## config.mk

```make
export PLATFORM = sky130hd
export DESIGN_NAME = adc_readout
export DESIGN_NICKNAME = d
export VERILOG_FILES = /design/src/rtl/adc_readout.sv
export SDC_FILE = /design/constraint.sdc
export NUM_CORES = 1
export LEC_CHECK = 0
export ABC_AREA = 1
export CAP_MARGIN = 30
export CORE_MARGIN = 1
export CORE_UTILIZATION = 52
export CTS_CLUSTER_DIAMETER = 100
export DETAILED_ROUTE_END_ITERATION = 6
export PLACE_DENSITY = 0.77
export SLEW_MARGIN = 20
export SYNTH_ARGS = -nofsm -noshare
export SYNTH_HDL_FRONTEND = slang
export SYNTH_SLANG_ARGS = --single-unit
```

## constraint.sdc

```tcl
create_clock -name clk -period 1.9 [get_ports clk]
set_clock_uncertainty 0.1 [all_clocks]
set_input_delay 0.19 -clock clk [delete_from_list [all_inputs] [get_ports clk]]
set_output_delay 0.19 -clock clk [all_outputs]
set_load 0.02 [all_outputs]
```

## src/rtl/adc_readout.sv

```systemverilog
// Serial-ADC readout: convert-start, busy wait with timeout, 16-bit serial shift.
// Define ADC_READOUT_AVG4_EN to average four back-to-back frames per request.
`timescale 1ns/1ps
module adc_readout #(
  parameter int SCLK_DIV     = 2,
  parameter int CONV_TIMEOUT = 4096
) (
  input  logic        clk,
  input  logic        rst,
  input  logic        adc_enable,
  input  logic        adc_read,
  input  logic        adc_busy,
  input  logic        adc_sdo,
  output logic        adc_convst,
  output logic        adc_cs_n,
  output logic        adc_sclk,
  output logic        adc_conversion_complete,
  output logic [15:0] adc_value,
  output logic        adc_error
);
  localparam int TW = $clog2(CONV_TIMEOUT + 1);
  localparam int DW = (SCLK_DIV > 1) ? $clog2(SCLK_DIV) : 1;
  localparam logic [TW-1:0] TMO_LAST    = TW'(CONV_TIMEOUT - 1);
  localparam logic [TW-1:0] TMO_MAX     = TW'(CONV_TIMEOUT);
  localparam logic [TW-1:0] BUSY_IGNORE = TW'(3);
  localparam logic [DW-1:0] DIV_LAST    = DW'(SCLK_DIV - 1);

  typedef enum logic [2:0] {IDLE, CONVST, WAIT, SHIFT, GAP, DONE} state_t;

  state_t          state_reg;
  logic            read_d_reg;
  logic            busy_meta_reg;
  logic            busy_sync_reg;
  logic [TW-1:0]   tmo_cnt_reg;
  logic [DW-1:0]   div_cnt_reg;
  logic [5:0]      half_cnt_reg;
  logic [15:0]     shift_reg;
  logic            request;
`ifdef ADC_READOUT_AVG4_EN
  logic [1:0]      frame_cnt_reg;
  logic [17:0]     acc_reg;
  logic [17:0]     acc_sum;
  assign acc_sum = acc_reg + {2'b00, shift_reg};
`endif

  assign request = adc_read & ~read_d_reg & adc_enable;

  always_ff @(posedge clk or posedge rst) begin
    if (rst) begin
      state_reg               <= IDLE;
      read_d_reg              <= 1'b1;
      busy_meta_reg           <= 1'b0;
      busy_sync_reg           <= 1'b0;
      tmo_cnt_reg             <= '0;
      div_cnt_reg             <= '0;
      half_cnt_reg            <= '0;
      shift_reg               <= '0;
      adc_convst              <= 1'b0;
      adc_cs_n                <= 1'b1;
      adc_sclk                <= 1'b0;
      adc_conversion_complete <= 1'b0;
      adc_value               <= '0;
      adc_error               <= 1'b0;
`ifdef ADC_READOUT_AVG4_EN
      frame_cnt_reg           <= '0;
      acc_reg                 <= '0;
`endif
    end else begin
      read_d_reg              <= adc_read;
      busy_meta_reg           <= adc_busy;
      busy_sync_reg           <= busy_meta_reg;
      adc_conversion_complete <= 1'b0;
      if (state_reg != IDLE && !adc_enable) begin
        state_reg  <= IDLE;
        adc_cs_n   <= 1'b1;
        adc_sclk   <= 1'b0;
        adc_convst <= 1'b0;
      end else begin
        case (state_reg)
          IDLE: begin
            if (request) begin
              adc_error   <= 1'b0;
              adc_convst  <= 1'b1;
              tmo_cnt_reg <= '0;
              state_reg   <= CONVST;
`ifdef ADC_READOUT_AVG4_EN
              frame_cnt_reg <= '0;
              acc_reg       <= '0;
`endif
            end
          end
          CONVST: begin
            // tmo_cnt_reg doubles as the two-cycle pulse counter here
            if (tmo_cnt_reg[0]) begin
              adc_convst  <= 1'b0;
              tmo_cnt_reg <= '0;
              state_reg   <= WAIT;
            end else begin
              tmo_cnt_reg <= TW'(1);
            end
          end
          WAIT: begin
            // busy is not trusted until the synchroniser has caught the rise
            if (tmo_cnt_reg >= BUSY_IGNORE && !busy_sync_reg) begin
              adc_cs_n     <= 1'b0;
              adc_sclk     <= 1'b0;
              div_cnt_reg  <= '0;
              half_cnt_reg <= '0;
              state_reg    <= SHIFT;
            end else if (tmo_cnt_reg == TMO_LAST) begin
              adc_error   <= 1'b1;
              tmo_cnt_reg <= TMO_MAX;
              state_reg   <= IDLE;
            end else if (tmo_cnt_reg != TMO_MAX) begin
              tmo_cnt_reg <= tmo_cnt_reg + 1'b1;
            end
          end
          SHIFT: begin
            // half 0 is the initial low hold; odd halves are sclk high
            if (div_cnt_reg == DIV_LAST) begin
              div_cnt_reg <= '0;
              if (half_cnt_reg == 6'd32) begin
                adc_cs_n <= 1'b1;
`ifdef ADC_READOUT_AVG4_EN
                if (frame_cnt_reg == 2'd3) begin
                  adc_value               <= acc_sum[17:2];
                  adc_conversion_complete <= 1'b1;
                  state_reg               <= DONE;
                end else begin
                  acc_reg       <= acc_sum;
                  frame_cnt_reg <= frame_cnt_reg + 1'b1;
                  state_reg     <= GAP;
                end
`else
                adc_value               <= shift_reg;
                adc_conversion_complete <= 1'b1;
                state_reg               <= DONE;
`endif
              end else begin
                half_cnt_reg <= half_cnt_reg + 1'b1;
                adc_sclk     <= ~half_cnt_reg[0];
                if (!half_cnt_reg[0]) begin
                  shift_reg <= {shift_reg[14:0], adc_sdo};
                end
              end
            end else begin
              div_cnt_reg <= div_cnt_reg + 1'b1;
            end
          end
          GAP: begin
            adc_convst  <= 1'b1;
            tmo_cnt_reg <= '0;
            state_reg   <= CONVST;
          end
          DONE: begin
            state_reg <= IDLE;
          end
          default: begin
            state_reg <= IDLE;
          end
        endcase
      end
    end
  end
endmodule

```

Word level (Yosys, flattened, before mapping)
Cells that the tools add are included.

operators by class
  add/subtract/negate cells = 3
  multipliers = 0
  div/mod/pow operators = 0
  order comparisons = 1
  eq/ne operators = 21
  shift operators = 0
  mux-type cells = 41
  bitwise gates (word level) = 6
  reduce and logical (&&, ||, !) cells = 21

operators with widths
  kind                                                                    number
  13-bit two-way mux                                                      4
  13-bit case mux with 4 select lines                                     1
  5-bit AND reduction                                                     5
  3-bit two-way mux                                                       7
  3-bit inequality test, second input constant                            7
  1-bit two-way mux                                                       19
  6-bit two-way mux                                                       3
  3-bit case mux with 5 select lines                                      1
  13-bit by 1-bit adder with 13-bit output, second input constant         1
  13-bit by 12-bit == test with 1-bit output, second input constant       1
  13-bit by 2-bit >= comparator with 1-bit output, second input constant  1
  13-bit inequality test, second input constant                           1
  2-bit inequality test, second input constant                            6
  6-bit case mux with 2 select lines                                      1
  4-bit AND reduction                                                     3
  1-bit case mux with 2 select lines                                      4
  4-bit nonzero test                                                      2
  6-bit by 1-bit adder with 6-bit output, second input constant           1
  3-bit by 2-bit == test with 1-bit output, second input constant         2
  6-bit == test, second input constant                                    1
  3-bit AND reduction                                                     2
  3-bit nonzero test                                                      2
  4-bit inequality test, second input constant                            1
  1-bit inverter                                                          4
  other kinds (9)                                                         13

storage, ports and cells
  register bits after elaboration = 63
  latch bits = 0
  memory bits (writable) = 0
  memory bits (read-only) = 0
  input port bits = 6
  output and inout port bits = 21
  word-level logic and storage cells = 107
  memories = 0

Depth between registers and ports, before layout
  depth in word-level cells = 6
  depth in mapped cells = 12

Worst setup path after synthesis
No wires, ideal clock.

  path type = register to register
  start = register tmo_cnt_reg[0]
  end = register tmo_cnt_reg[3]
  setup time = 0.116 ns
  data arrival time = 1.409 ns
  required time = 1.684 ns
  slack = 0.275 ns
  cell stages (with the launch flop) = 11
  buffers on the path = 1
  period minus slack after synthesis = 1.625 ns
  path through = dfrtp_1 -> ha_1 -> nor2_1 -> nand2_1 -> nor2_1 -> nand2_1 -> nand3_2 -> nand3_1 -> buf_4 -> nand2_1 -> nand2_1

between the ends
  longest elaborated chain between the ends = 5
  elaborated cells between the ends (all ways) = 12

RTL lines
  element                                   RTL line  text
  start: declaration                        34        logic [TW-1:0] tmo_cnt_reg;
  start signal: assignment                  115       tmo_cnt_reg <= tmo_cnt_reg + 1'b1;
  13-bit by 1-bit adder with 13-bit output  115
  13-bit two-way mux                        114       end else if (tmo_cnt_reg != TMO_MAX) begin
  13-bit two-way mux                        110       end else if (tmo_cnt_reg == TMO_LAST) begin
  13-bit two-way mux                        104       if (tmo_cnt_reg >= BUSY_IGNORE && !busy_sync_reg) begin
  13-bit case mux with 4 select lines       79        case (state_reg)

Several ways; a longest one is shown, not always the timed one. The select of a mux whose other input is x is not followed.
A chain may end at the register's enable or synchronous reset.

Worst setup path in the final report
  start = register tmo_cnt_reg[0]
  end = register half_cnt_reg[1]

between the ends
  longest elaborated chain between the ends = 4

RTL lines
  element                                          RTL line  text
  13-bit by 2-bit >= comparator with 1-bit output  104
  1-bit logical AND                                104
  2-bit inequality test (no line)                  -
  5-bit AND reduction (no line)                    -
  end signal: assignment                           140       half_cnt_reg <= half_cnt_reg + 1'b1;
  end: declaration                                 36        logic [5:0] half_cnt_reg;

No other way between the ends.

==> flow_summary.yaml <==
run_status:
  outcome: "finished, final reports clean"
clocking:
  cts-root-buf: "clkbuf_8"
  htreeDepth: 3
  clk_latency_ps: 340
  cts_buffers: 9
  cts_tree: "done"
  clk_pin_slew_ps: 70
  cts_sinks: 63
  clockBufferDepth: 2
synthesis:
  synth_top_area_frac: 0.475
  ys.flop_type: "dfrtp_1"
  synth_seq_area_share: 0.491
  ys_top_cells_by_area: "dfrtp_1, nand2_1, inv_1"
  synth-edff-count: 0
  yosys.area.top_type: "dfrtp_1"
  synthArstFlopShare: 1.00
  synth.most_common_cell: "nand2_1"
  ys_seq_elements: 63
  syn-num-nets: 418
  synth_area_per_cell_um2: 7.88
  synth_warnings: 0
  syn_area_um2: 3220
  synth_commonest_cells: "nand2_1, dfrtp_1, inv_1"
  synth_cell_types: 33
  postSynthCellCount: 408
power:
  vdd_drop_max_mv: 0.732
  power.leakage_nw: 1.80
  p_per_area_nw_per_um2: 1010
grt:
  use_met3: 0.0580
  grt_pass1_wl_um: 11200
  use_met2: 0.338
  grt_max_degree: 35
  grt-busiest-layer: "met2"
  grt_overflow: 0
  groute.usage.overall: 0.228
  first_global_vias: 2465
  antenna_found_initial: 0
  met1_usage: 0.313
sta:
  min_period_ps: 1800
  post-route-period-util: 0.950
  worst_slew_pin_slew_ps: 403
  timing.fmax_mhz: 554
  setup_slack_ps: 95.9
  report.final.slew_viol_count: 0
  setup_viol: 0
  relSlewSlack: 0.730
  rsz0062_at_grt: "false"
  hold_viol: 0
  tns_ps: 0
detailed_routing:
  routedWlPerCell_um: 12.2
  drc: 0
  drt-total-wl_um: 6450
  drt_iter0_markers: 166
  antenna_left: 0
  vias: 2675
  drt-pass1-iter-count: 4
  vias_per_cell: 5.08
place:
  place_congestion: 0.861
  pre_cts_ws_ps: 69.3
  dp.final_hpwl_um: 4210
  io_buffers: 26
floorplanning:
  initial_core_util: 0.540
  die_height_um: 80.6
  pin_count: 27
  die_area_um2: 6500
  die_w_um: 80.6
  rows: 28
  core-area_um2: 5960
worst_setup_path:
  crit_required_ps: 2070
  crit_type: "reg -> reg"
  crit_arrival_ps: 1970
  cp_max_fo: 11
  critical_path.endpoint_type: "flop"
  worst_setup_path_start_kind: "flop"
layout:
  drive_gt1_frac: 0.155
  syn_to_final_growth_pct: 20.7
  fillers: 499
  nets: 458
  diodes: 0
flow_run:
  max_cap_viol_count: 0
hold_path:
  hold_class: "in -> reg"
## final timing paths
path | startpoint | endpoint | slack (ps) | cells after the start
max in group asynchronous | rst | adc_cs_n | 720 | 4
min in group asynchronous | rst | shift_reg[11] | 510 | 3
hold reg to reg | busy_meta_reg | busy_sync_reg | 260 | 0
hold / removal | adc_read | read_d_reg | 190 | 1
setup / recovery | tmo_cnt_reg[0] | half_cnt_reg[1] | 100 | 11
setup reg to reg | tmo_cnt_reg[0] | half_cnt_reg[1] | 100 | 11
## cell type report
cell class / instances / area [µm²] / share of cell area
clock buffers: 11 / 141 / 0.0364
flip-flops and latches: 63 / 1580 / 0.407
repair buffers: 39 / 410 / 0.106
inverters: 49 / 184 / 0.0474
clock inverters: 4 / 70.1 / 0.0180
well taps: 75 / 93.8 / 0.0242
multi-input cells: 286 / 1400 / 0.362
## cells by family (layout without fill, tap and decap cells)
| family | count (synthesis) | count (layout) | share of synthesized area |
|---|---|---|---|
| AO/OA/AOI/OAI | 53 | 53 | 0.102 |
| buffers and inverters | 60 | 103 | 0.0782 |
| AND/OR/NAND/NOR | 222 | 223 | 0.296 |
| flip-flops | 63 | 63 | 0.491 |
| adder cells (fa/ha/maj) | 4 | 4 | 0.0156 |
| XOR/XNOR | 6 | 6 | 0.0163 |
## worst max-delay path: stages (launching register included)
cell	delay, ps
dfrtp_1	420
ha_2	230
nor2_1	80
nand2_1	60
nor2_1	80
nand2_1	110
nand3_1	160
nand2_1	100
nand2_1	110
buf_12	140
nand2_1	70
o21ai_2	60
## per-stage QoR
stage / area (µm²) / util / hold WS, ps / instances / total power, W
3_5_place_dp: 3640 / 0.612 / 239 / 510 / 0.00258
5_1_grt: 3880 / 0.652 / 169 / 527 / 0.00414
4_1_cts: 3860 / 0.649 / 177 / 526 / 0.00387
3_3_place_gp: 3640 / 0.612 / 237 / 510 / 0.00256
2_1_floorplan: 3220 / - / 94.5 / 408 / 0.00234
6_report: 3880 / 0.652 / 189 / 527 / 0.00390
## power breakdown
| part | switching [W] | internal [W] | total [W] | leakage (nW) |
|---|---|---|---|---|
| combinational | 0.000713 | 0.000357 | 0.00107 | 0.833 |
| clock | 0.000519 | 0.000764 | 0.00128 | 0.109 |
| sequential | 0.0000894 | 0.00146 | 0.00155 | 0.854 |
| total | 0.00132 | 0.00258 | 0.00390 | 1.80 |
## per-layer routing
layer | wire length, µm | share of wire
met2 | 2850 | 0.44
met4 | 111 | 0.017
met5 | 0 | 0
met3 | 400 | 0.062
met1 | 3090 | 0.48
## cell usage in the layout, fill, tap and decap left out, types with 2 or more instances in the layout
cell             count
clkinv_2             2
nor2_1              32
inv_2                8
clkbuf_8            10
a21oi_1              5
nor3_1               3
dfstp_2              2
buf_4                8
clkdlybuf4s50_1     26
nor2_2               7
o21ai_1             13
ha_1                 3
nand2_2              3
nand3_2              3
inv_1               41
o21ai_0             17
o21bai_1             3
or2_2                2
nand3_1             19
nand2_1            142
dfrtp_1             61
nor2_4               5
bufinv_16            2
nand4_1              5
xor2_1               5
o21ai_2             11
buf_12               4
## repair_timing
| item | in CTS | in global routing |
|---|---|---|
| endpoints found under the setup margin | 0 | 28 |
| resized for setup | 0 | 3 |
| endpoints found under the hold margin | 3 | 0 |
| hold buffers | 1 | 0 |
| setup buffers | 0 | 0 |
No activity file was read; power rests on OpenSTA's default activity.
